**config.mk**
```make
export PLATFORM = sky130hd
export DESIGN_NAME = pc_sequencer_flat
export DESIGN_NICKNAME = d
export VERILOG_FILES = /design/src/rtl/pc_sequencer_if.sv /design/src/rtl/pc_sequencer.sv /design/src/flat_wrapper.sv
export SDC_FILE = /design/constraint.sdc
export NUM_CORES = 1
export LEC_CHECK = 0
export CAP_MARGIN = 30
export CORE_MARGIN = 8
export CORE_UTILIZATION = 45
export DETAILED_ROUTE_END_ITERATION = 16
export GPL_TIMING_DRIVEN = 0
export PLACE_DENSITY = 0.82
export SLEW_MARGIN = 25
export SYNTH_ARGS = -nofsm -noshare
export SYNTH_HDL_FRONTEND = slang
export SYNTH_SLANG_ARGS = --single-unit
```
**constraint.sdc**
```tcl
create_clock -name Clk -period 3.18 [get_ports Clk]
set_input_delay 0.636 -clock Clk [delete_from_list [all_inputs] [get_ports Clk]]
set_output_delay 0.636 -clock Clk [all_outputs]
set_load 0.01 [all_outputs]
```
**src/rtl/pc_sequencer_if.sv**
```systemverilog
// Program-counter sequencing bus: PC register, instruction memory, hazard and redirect signals.
// master: the sequencer. slave: the datapath and hazard side that feeds it.
interface pc_sequencer_if;
  logic [31:0] PCCurrent;
  logic        IMemReady;
  logic        Stall;
  logic        BranchTaken;
  logic [31:0] BranchTarget;
  logic        Jump;
  logic [31:0] JumpTarget;
  logic        Exception;
  logic [31:0] PCNext;
  logic        PCWrite;
  logic        IFetchReq;
  logic        Flush;
  logic [31:0] EPC;

  modport master (
    input  PCCurrent, IMemReady, Stall, BranchTaken, BranchTarget, Jump, JumpTarget, Exception,
    output PCNext, PCWrite, IFetchReq, Flush, EPC
  );

  modport slave (
    output PCCurrent, IMemReady, Stall, BranchTaken, BranchTarget, Jump, JumpTarget, Exception,
    input  PCNext, PCWrite, IFetchReq, Flush, EPC
  );
endinterface

```
**src/rtl/pc_sequencer.sv**
```systemverilog
// PC sequencer: issues fetches, holds on stalls, selects the next PC and remembers redirects
// that arrive while the PC cannot be written.
module pc_sequencer #(
  parameter logic [31:0] EXC_VECTOR = 32'h0000_0180,
  parameter int unsigned PC_STEP    = 4
) (
  input logic            Clk,
  input logic            Reset,
  pc_sequencer_if.master bus
);

  typedef enum logic [1:0] {StBoot, StFetch, StHold} state_e;

  state_e      state_q, state_d;
  logic        pend_valid_q, pend_valid_d;
  logic        pend_jump_q, pend_jump_d;
  logic [31:0] pend_target_q, pend_target_d;
  logic [31:0] epc_q, epc_d;

  logic        exc_live;
  logic        pc_write;
  logic        fetch_req;
  logic        redirect;
  logic [31:0] pc_sel;
  logic [31:0] branch_tgt;
  logic [31:0] jump_tgt;
  logic [31:0] seq_pc;

  // Word-align redirect targets; sequential step wraps modulo 2^32
  assign branch_tgt = bus.BranchTarget & ~32'h3;
  assign jump_tgt   = bus.JumpTarget & ~32'h3;
  assign seq_pc     = bus.PCCurrent + 32'(PC_STEP);
  assign exc_live   = bus.Exception && !Reset && (state_q != StBoot);

  // State and datapath registers with synchronous reset
  always_ff @(posedge Clk) begin
    if (Reset) begin
      state_q       <= StBoot;
      pend_valid_q  <= 1'b0;
      pend_jump_q   <= 1'b0;
      pend_target_q <= 32'h0;
      epc_q         <= 32'h0;
    end else begin
      state_q       <= state_d;
      pend_valid_q  <= pend_valid_d;
      pend_jump_q   <= pend_jump_d;
      pend_target_q <= pend_target_d;
      epc_q         <= epc_d;
    end
  end

  // Next-state: exceptions force FETCH; a ready fetch under stall parks in HOLD
  always_comb begin
    state_d = state_q;
    unique case (state_q)
      StBoot:  state_d = StFetch;
      StFetch: begin
        if (exc_live) begin
          state_d = StFetch;
        end else if (bus.IMemReady && bus.Stall) begin
          state_d = StHold;
        end
      end
      StHold:  begin
        if (exc_live || !bus.Stall) begin
          state_d = StFetch;
        end
      end
      default: state_d = StBoot;
    endcase
  end

  // Outputs: PC load enable and fetch request per state; reset silences everything
  always_comb begin
    pc_write  = 1'b0;
    fetch_req = 1'b0;
    if (!Reset) begin
      unique case (state_q)
        StBoot:  ;
        StFetch: begin
          fetch_req = 1'b1;
          pc_write  = exc_live || (bus.IMemReady && !bus.Stall);
        end
        StHold:  pc_write = exc_live || !bus.Stall;
        default: ;
      endcase
    end
  end

  // Next-PC select: exception > jump (live, then pending) > branch (live, then pending) > step
  always_comb begin
    redirect = 1'b1;
    pc_sel   = seq_pc;
    if (exc_live) begin
      pc_sel = EXC_VECTOR;
    end else if (bus.Jump) begin
      pc_sel = jump_tgt;
    end else if (pend_valid_q && pend_jump_q) begin
      pc_sel = pend_target_q;
    end else if (bus.BranchTaken) begin
      pc_sel = branch_tgt;
    end else if (pend_valid_q) begin
      pc_sel = pend_target_q;
    end else begin
      redirect = 1'b0;
    end
  end

  // Pending redirect: held until the PC is written; a branch never displaces a pending jump
  always_comb begin
    pend_valid_d  = pend_valid_q;
    pend_jump_d   = pend_jump_q;
    pend_target_d = pend_target_q;
    if (pc_write) begin
      pend_valid_d = 1'b0;
    end else if (bus.Jump || (bus.BranchTaken && !(pend_valid_q && pend_jump_q))) begin
      pend_valid_d  = 1'b1;
      pend_jump_d   = bus.Jump;
      pend_target_d = bus.Jump ? jump_tgt : branch_tgt;
    end
  end

  // EPC captures the faulting PC on the exception edge
  always_comb begin
    epc_d = exc_live ? bus.PCCurrent : epc_q;
  end

  assign bus.PCWrite   = pc_write;
  assign bus.PCNext    = pc_write ? pc_sel : 32'h0;
  assign bus.IFetchReq = fetch_req;
  assign bus.Flush     = pc_write && (exc_live || redirect);
  assign bus.EPC       = epc_q;

endmodule

```
**src/flat_wrapper.sv**
```systemverilog
// flat-port wrapper written by rule: the top's interface ports become plain ports
module pc_sequencer_flat 
#(
  parameter logic [31:0] EXC_VECTOR = 32'h0000_0180,
  parameter int unsigned PC_STEP    = 4
)
  (Clk, Reset, bus_PCCurrent, bus_IMemReady, bus_Stall, bus_BranchTaken, bus_BranchTarget, bus_Jump, bus_JumpTarget, bus_Exception, bus_PCNext, bus_PCWrite, bus_IFetchReq, bus_Flush, bus_EPC);
  pc_sequencer_if bus_i ();
  input logic Clk;
  input logic Reset;
  input wire logic [$bits(bus_i.PCCurrent)-1:0] bus_PCCurrent;
  input wire logic [$bits(bus_i.IMemReady)-1:0] bus_IMemReady;
  input wire logic [$bits(bus_i.Stall)-1:0] bus_Stall;
  input wire logic [$bits(bus_i.BranchTaken)-1:0] bus_BranchTaken;
  input wire logic [$bits(bus_i.BranchTarget)-1:0] bus_BranchTarget;
  input wire logic [$bits(bus_i.Jump)-1:0] bus_Jump;
  input wire logic [$bits(bus_i.JumpTarget)-1:0] bus_JumpTarget;
  input wire logic [$bits(bus_i.Exception)-1:0] bus_Exception;
  output wire logic [$bits(bus_i.PCNext)-1:0] bus_PCNext;
  output wire logic [$bits(bus_i.PCWrite)-1:0] bus_PCWrite;
  output wire logic [$bits(bus_i.IFetchReq)-1:0] bus_IFetchReq;
  output wire logic [$bits(bus_i.Flush)-1:0] bus_Flush;
  output wire logic [$bits(bus_i.EPC)-1:0] bus_EPC;
  assign bus_i.PCCurrent = bus_PCCurrent;
  assign bus_i.IMemReady = bus_IMemReady;
  assign bus_i.Stall = bus_Stall;
  assign bus_i.BranchTaken = bus_BranchTaken;
  assign bus_i.BranchTarget = bus_BranchTarget;
  assign bus_i.Jump = bus_Jump;
  assign bus_i.JumpTarget = bus_JumpTarget;
  assign bus_i.Exception = bus_Exception;
  assign bus_PCNext = bus_i.PCNext;
  assign bus_PCWrite = bus_i.PCWrite;
  assign bus_IFetchReq = bus_i.IFetchReq;
  assign bus_Flush = bus_i.Flush;
  assign bus_EPC = bus_i.EPC;
  pc_sequencer #(.EXC_VECTOR(EXC_VECTOR), .PC_STEP(PC_STEP)) u_core (.Clk(Clk), .Reset(Reset), .bus(bus_i));
endmodule
```
==> out/qor.json <==
{
  "outcome": {
    "result_of_the_run": "finished clean"
  },
  "min_path": {
    "hold_class": "flip-flop to flip-flop"
  },
  "final_layout": {
    "diodes": 0,
    "post_layout_instance_count_excluding_filler_cells": 917,
    "layout.nets": 889,
    "postLayoutCellArea_mm2": 0.00671,
    "layout.filler_cells": 821,
    "flow.area_growth_from_synthesis_pct": 52.3,
    "share_of_layout_cells_above_drive_strength_1": 0.184
  },
  "synthesis": {
    "syn-cell-area_mm2": 0.00441,
    "yosys_warnings": 0,
    "syn-num-nets": 698,
    "synthDominantCellAreaShare": 0.300,
    "yosys_most_used_dff": "sky130_fd_sc_hd__dfxtp_1",
    "gate_count_after_technology_mapping": 590,
    "synth.cells.most_frequent": "sky130_fd_sc_hd__nand2_1, sky130_fd_sc_hd__dfxtp_1, sky130_fd_sc_hd__o21ai_0",
    "synth-simple-area-share": 0.282,
    "number_of_synthesized_flops_with_an_enable_pin": 0,
    "synth_most_common_cell": "sky130_fd_sc_hd__nand2_1",
    "post_synth_mux_area_share": 0.0182,
    "synth_top_family_by_area": "simple AND/OR/NAND/NOR gates",
    "xor_xnor_fraction_of_synth_area": 0.0378,
    "synth_cell_types": 65,
    "ys_async_sr_fraction": 0,
    "yosys.area_share.adder": 0.0142,
    "synth_compound_gate_area_share": 0.273,
    "yosysTopAreaCell": "sky130_fd_sc_hd__dfxtp_1",
    "count_of_state_elements_after_synthesis": 66,
    "average_footprint_of_a_synthesized_cell_um2": 7.47,
    "synth-seq-area-share": 0.300,
    "leading_post_synthesis_cells_by_cell_area": "sky130_fd_sc_hd__dfxtp_1, sky130_fd_sc_hd__nand2_1, sky130_fd_sc_hd__o21ai_0"
  },
  "routing": {
    "drt_iter0_markers": 558,
    "viasPerCell": 5.99,
    "num_vias": 5489,
    "remaining_drc_errors": 0,
    "drt_first_pass_iters": 7,
    "ant_nets": 0,
    "avgRoutedWirePerCell_um": 21.5,
    "wirelength_um": 19700
  },
  "sta": {
    "rsz_0062_raised_after_global_routing": "true",
    "post-route-period-util": 0.990,
    "number_of_pins_exceeding_their_max_slew_limit_in_the_final_report": 0,
    "clock.fmax_ghz": 0.318,
    "timing.final.crit_period_ps": 3150,
    "setup_viol": 0,
    "worst_slew_margin_rel": 0.551,
    "timing.hold.ws_ps": 480,
    "worst_pin_slew_ps": 674,
    "final.setup_skew_ps": 13.6,
    "timing.final.hold_violations": 0
  },
  "pwr": {
    "pwr_density_cell_mw_per_mm2": 426,
    "irDropWorstVdd_mv": 0.310,
    "clock_power_share": 0.223,
    "p_comb_frac": 0.409,
    "power.share.switching": 0.375,
    "seq_power_share": 0.368,
    "net_switching_power_w": 0.00107,
    "static-leakage-power_nw": 2.68,
    "internal_power_w": 0.00179
  },
  "place": {
    "io_buffer_count": 162,
    "dpl_cell_area_mm2": 0.00621,
    "globalplace.congestion": 0.928,
    "placed_cells_incl_taps": 886,
    "hpwl_um": 14600
  },
  "global_routing": {
    "via_count_of_the_first_global_routing_pass": 5525,
    "grt_pass1_wl_um": 30100,
    "grtUsageTotal": 0.291,
    "grt_max_degree": 11,
    "grt_antenna_before_repair": 0,
    "aggregate_global_routing_overflow": 0
  },
  "job": {
    "max_capacitance_violation_count": 0
  },
  "setup_path": {
    "cp.arrival_ps": 2510,
    "reg2reg_slack_ps": 350,
    "criticalPathCategory": "primary input to primary output",
    "crit_path_start_kind": "primary input",
    "setup.worst_path.end_class": "primary output",
    "critical_path_peak_fanout": 10,
    "worst-endpoint-required_ps": 2540
  },
  "clock_network": {
    "cts_max_path_buffers": 2,
    "clk_root_buf": "sky130_fd_sc_hd__clkbuf_8",
    "cts_max_level": 3,
    "worstSkewPairLatency_ps": 360,
    "clk_pin_slew_worst_paths_ps": 70,
    "cts_sinks": 66,
    "tritoncts": "yes",
    "cts_buffers": 9
  },
  "floorplan": {
    "die_height_um": 115,
    "core_mm2": 0.00964,
    "placementRows": 36,
    "design.die.area_mm2": 0.0132,
    "floorplan.initialDensity": 0.457,
    "die_w_um": 115,
    "pin_count": 170
  }
}
[layer usage]
layer / up-vias / share of wire / wire [µm] / track usage
met5: - / 0 / 0 / 0
met2: 320 / 0.47 / 9200 / 0.468
met1: 2599 / 0.40 / 7880 / 0.358
met3: 42 / 0.11 / 2170 / 0.0872
met4: 0 / 0.025 / 486 / 0.108
li1: 2528 / - / - / -
[through the flow]
step / power (W) / TNS [ps] / utilization / setup WS (ps)
after floorplan: 0.00158 / 0 / - / 328
after global placement: 0.00208 / -33230 / 0.643 / -1020
after detailed placement: 0.00211 / -30100 / 0.644 / -987
after CTS: 0.00279 / -8.10 / 0.686 / -8.10
after global routing: 0.00299 / -125 / 0.696 / -67.8
final: 0.00286 / 0 / 0.696 / 31.6
[critical path, cell delays in order]
cell and delay (ps):
sky130_fd_sc_hd__clkdlybuf4s50_1 450, sky130_fd_sc_hd__nor3b_4 200, sky130_fd_sc_hd__or4_4 550, sky130_fd_sc_hd__buf_4 180, sky130_fd_sc_hd__clkbuf_8 160, sky130_fd_sc_hd__a211oi_1 160
sky130_fd_sc_hd__buf_2 170
[worst paths after layout]
| kind | from | to | cells after the start |
|---|---|---|---|
| setup / recovery | bus_Exception | bus_PCNext[14] | 7 |
| hold / removal | u_core.bus.EPC[20]$_SDFFE_PP0P_ | u_core.bus.EPC[20]$_SDFFE_PP0P_ | 2 |
| setup reg to reg | u_core.state_q[0]$_SDFFE_PP0P_ | u_core.pend_target_q[12]$_SDFFE_PP0P_ | 11 |
| hold reg to reg | u_core.bus.EPC[20]$_SDFFE_PP0P_ | u_core.bus.EPC[20]$_SDFFE_PP0P_ | 2 |
[cells by family after synthesis]
| family | after synthesis |
|---|---|
| simple gates | 248 |
| xor+xnor | 19 |
| buf+inv | 65 |
| flops | 66 |
| compound gates | 179 |
| mux | 8 |
| fa+ha+maj | 5 |
[flip-flops by register name, summed over array words and instances (netlist names)]
| register | flops |
|---|---|
| u_core.pend_target_q | 30 |
| u_core.bus.EPC | 32 |
| u_core.state_q | 2 |
| u_core.pend_jump_q | 1 |
| u_core.pend_valid_q | 1 |
[cell type report]
class / instances / area (µm²) / share of cell area
plain buffers: 46 / 330 / 0.0492
well taps: 133 / 166 / 0.0248
inverters: 17 / 63.8 / 0.00951
multi-input cells: 459 / 3020 / 0.451
clock inverters: 3 / 17.5 / 0.00261
repair buffers: 182 / 1650 / 0.245
flip-flops and latches: 66 / 1320 / 0.197
clock buffers: 11 / 141 / 0.0211
[placed cells by master, fill, tap and decap left out, types with 9 or more instances in the layout]
cell type	synthesis	layout
sky130_fd_sc_hd__a21oi_1	38	37
sky130_fd_sc_hd__nand4_1	14	14
sky130_fd_sc_hd__inv_1	17	17
sky130_fd_sc_hd__o221ai_1	9	9
sky130_fd_sc_hd__clkdlybuf4s50_1	0	103
sky130_fd_sc_hd__nor3_1	14	12
sky130_fd_sc_hd__dfxtp_1	66	64
sky130_fd_sc_hd__buf_2	2	33
sky130_fd_sc_hd__nand2_1	89	88
sky130_fd_sc_hd__clkbuf_1	33	24
sky130_fd_sc_hd__nand2b_1	28	28
sky130_fd_sc_hd__o21ai_0	53	49
sky130_fd_sc_hd__buf_4	0	18
sky130_fd_sc_hd__nor2_1	52	47
sky130_fd_sc_hd__a211oi_1	11	11
sky130_fd_sc_hd__dlygate4sd2_1	0	13
sky130_fd_sc_hd__xor2_1	9	9
sky130_fd_sc_hd__a311oi_1	21	19
sky130_fd_sc_hd__clkbuf_8	7	20
[power groups by stage]
stage	clock [W]	sequential [W]	combinational, W
floorplan	0	0.00108	0.000499
global placement	0	0.00105	0.00103
detailed placement	0	0.00106	0.00105
CTS	0.000635	0.00105	0.00111
global route	0.000675	0.00106	0.00125
finish	0.000640	0.00105	0.00117
[what timing repair did]
item | 4_1_cts | 5_1_grt
hold buffers | 0 | 0
pin swaps | 12 | 9
resized for setup | 224 | 32
gates cloned | 1 | 0
buffers inserted | 16 | 2
setup endpoints to repair | 34 | 47
Power figures use the tool's default switching activity.
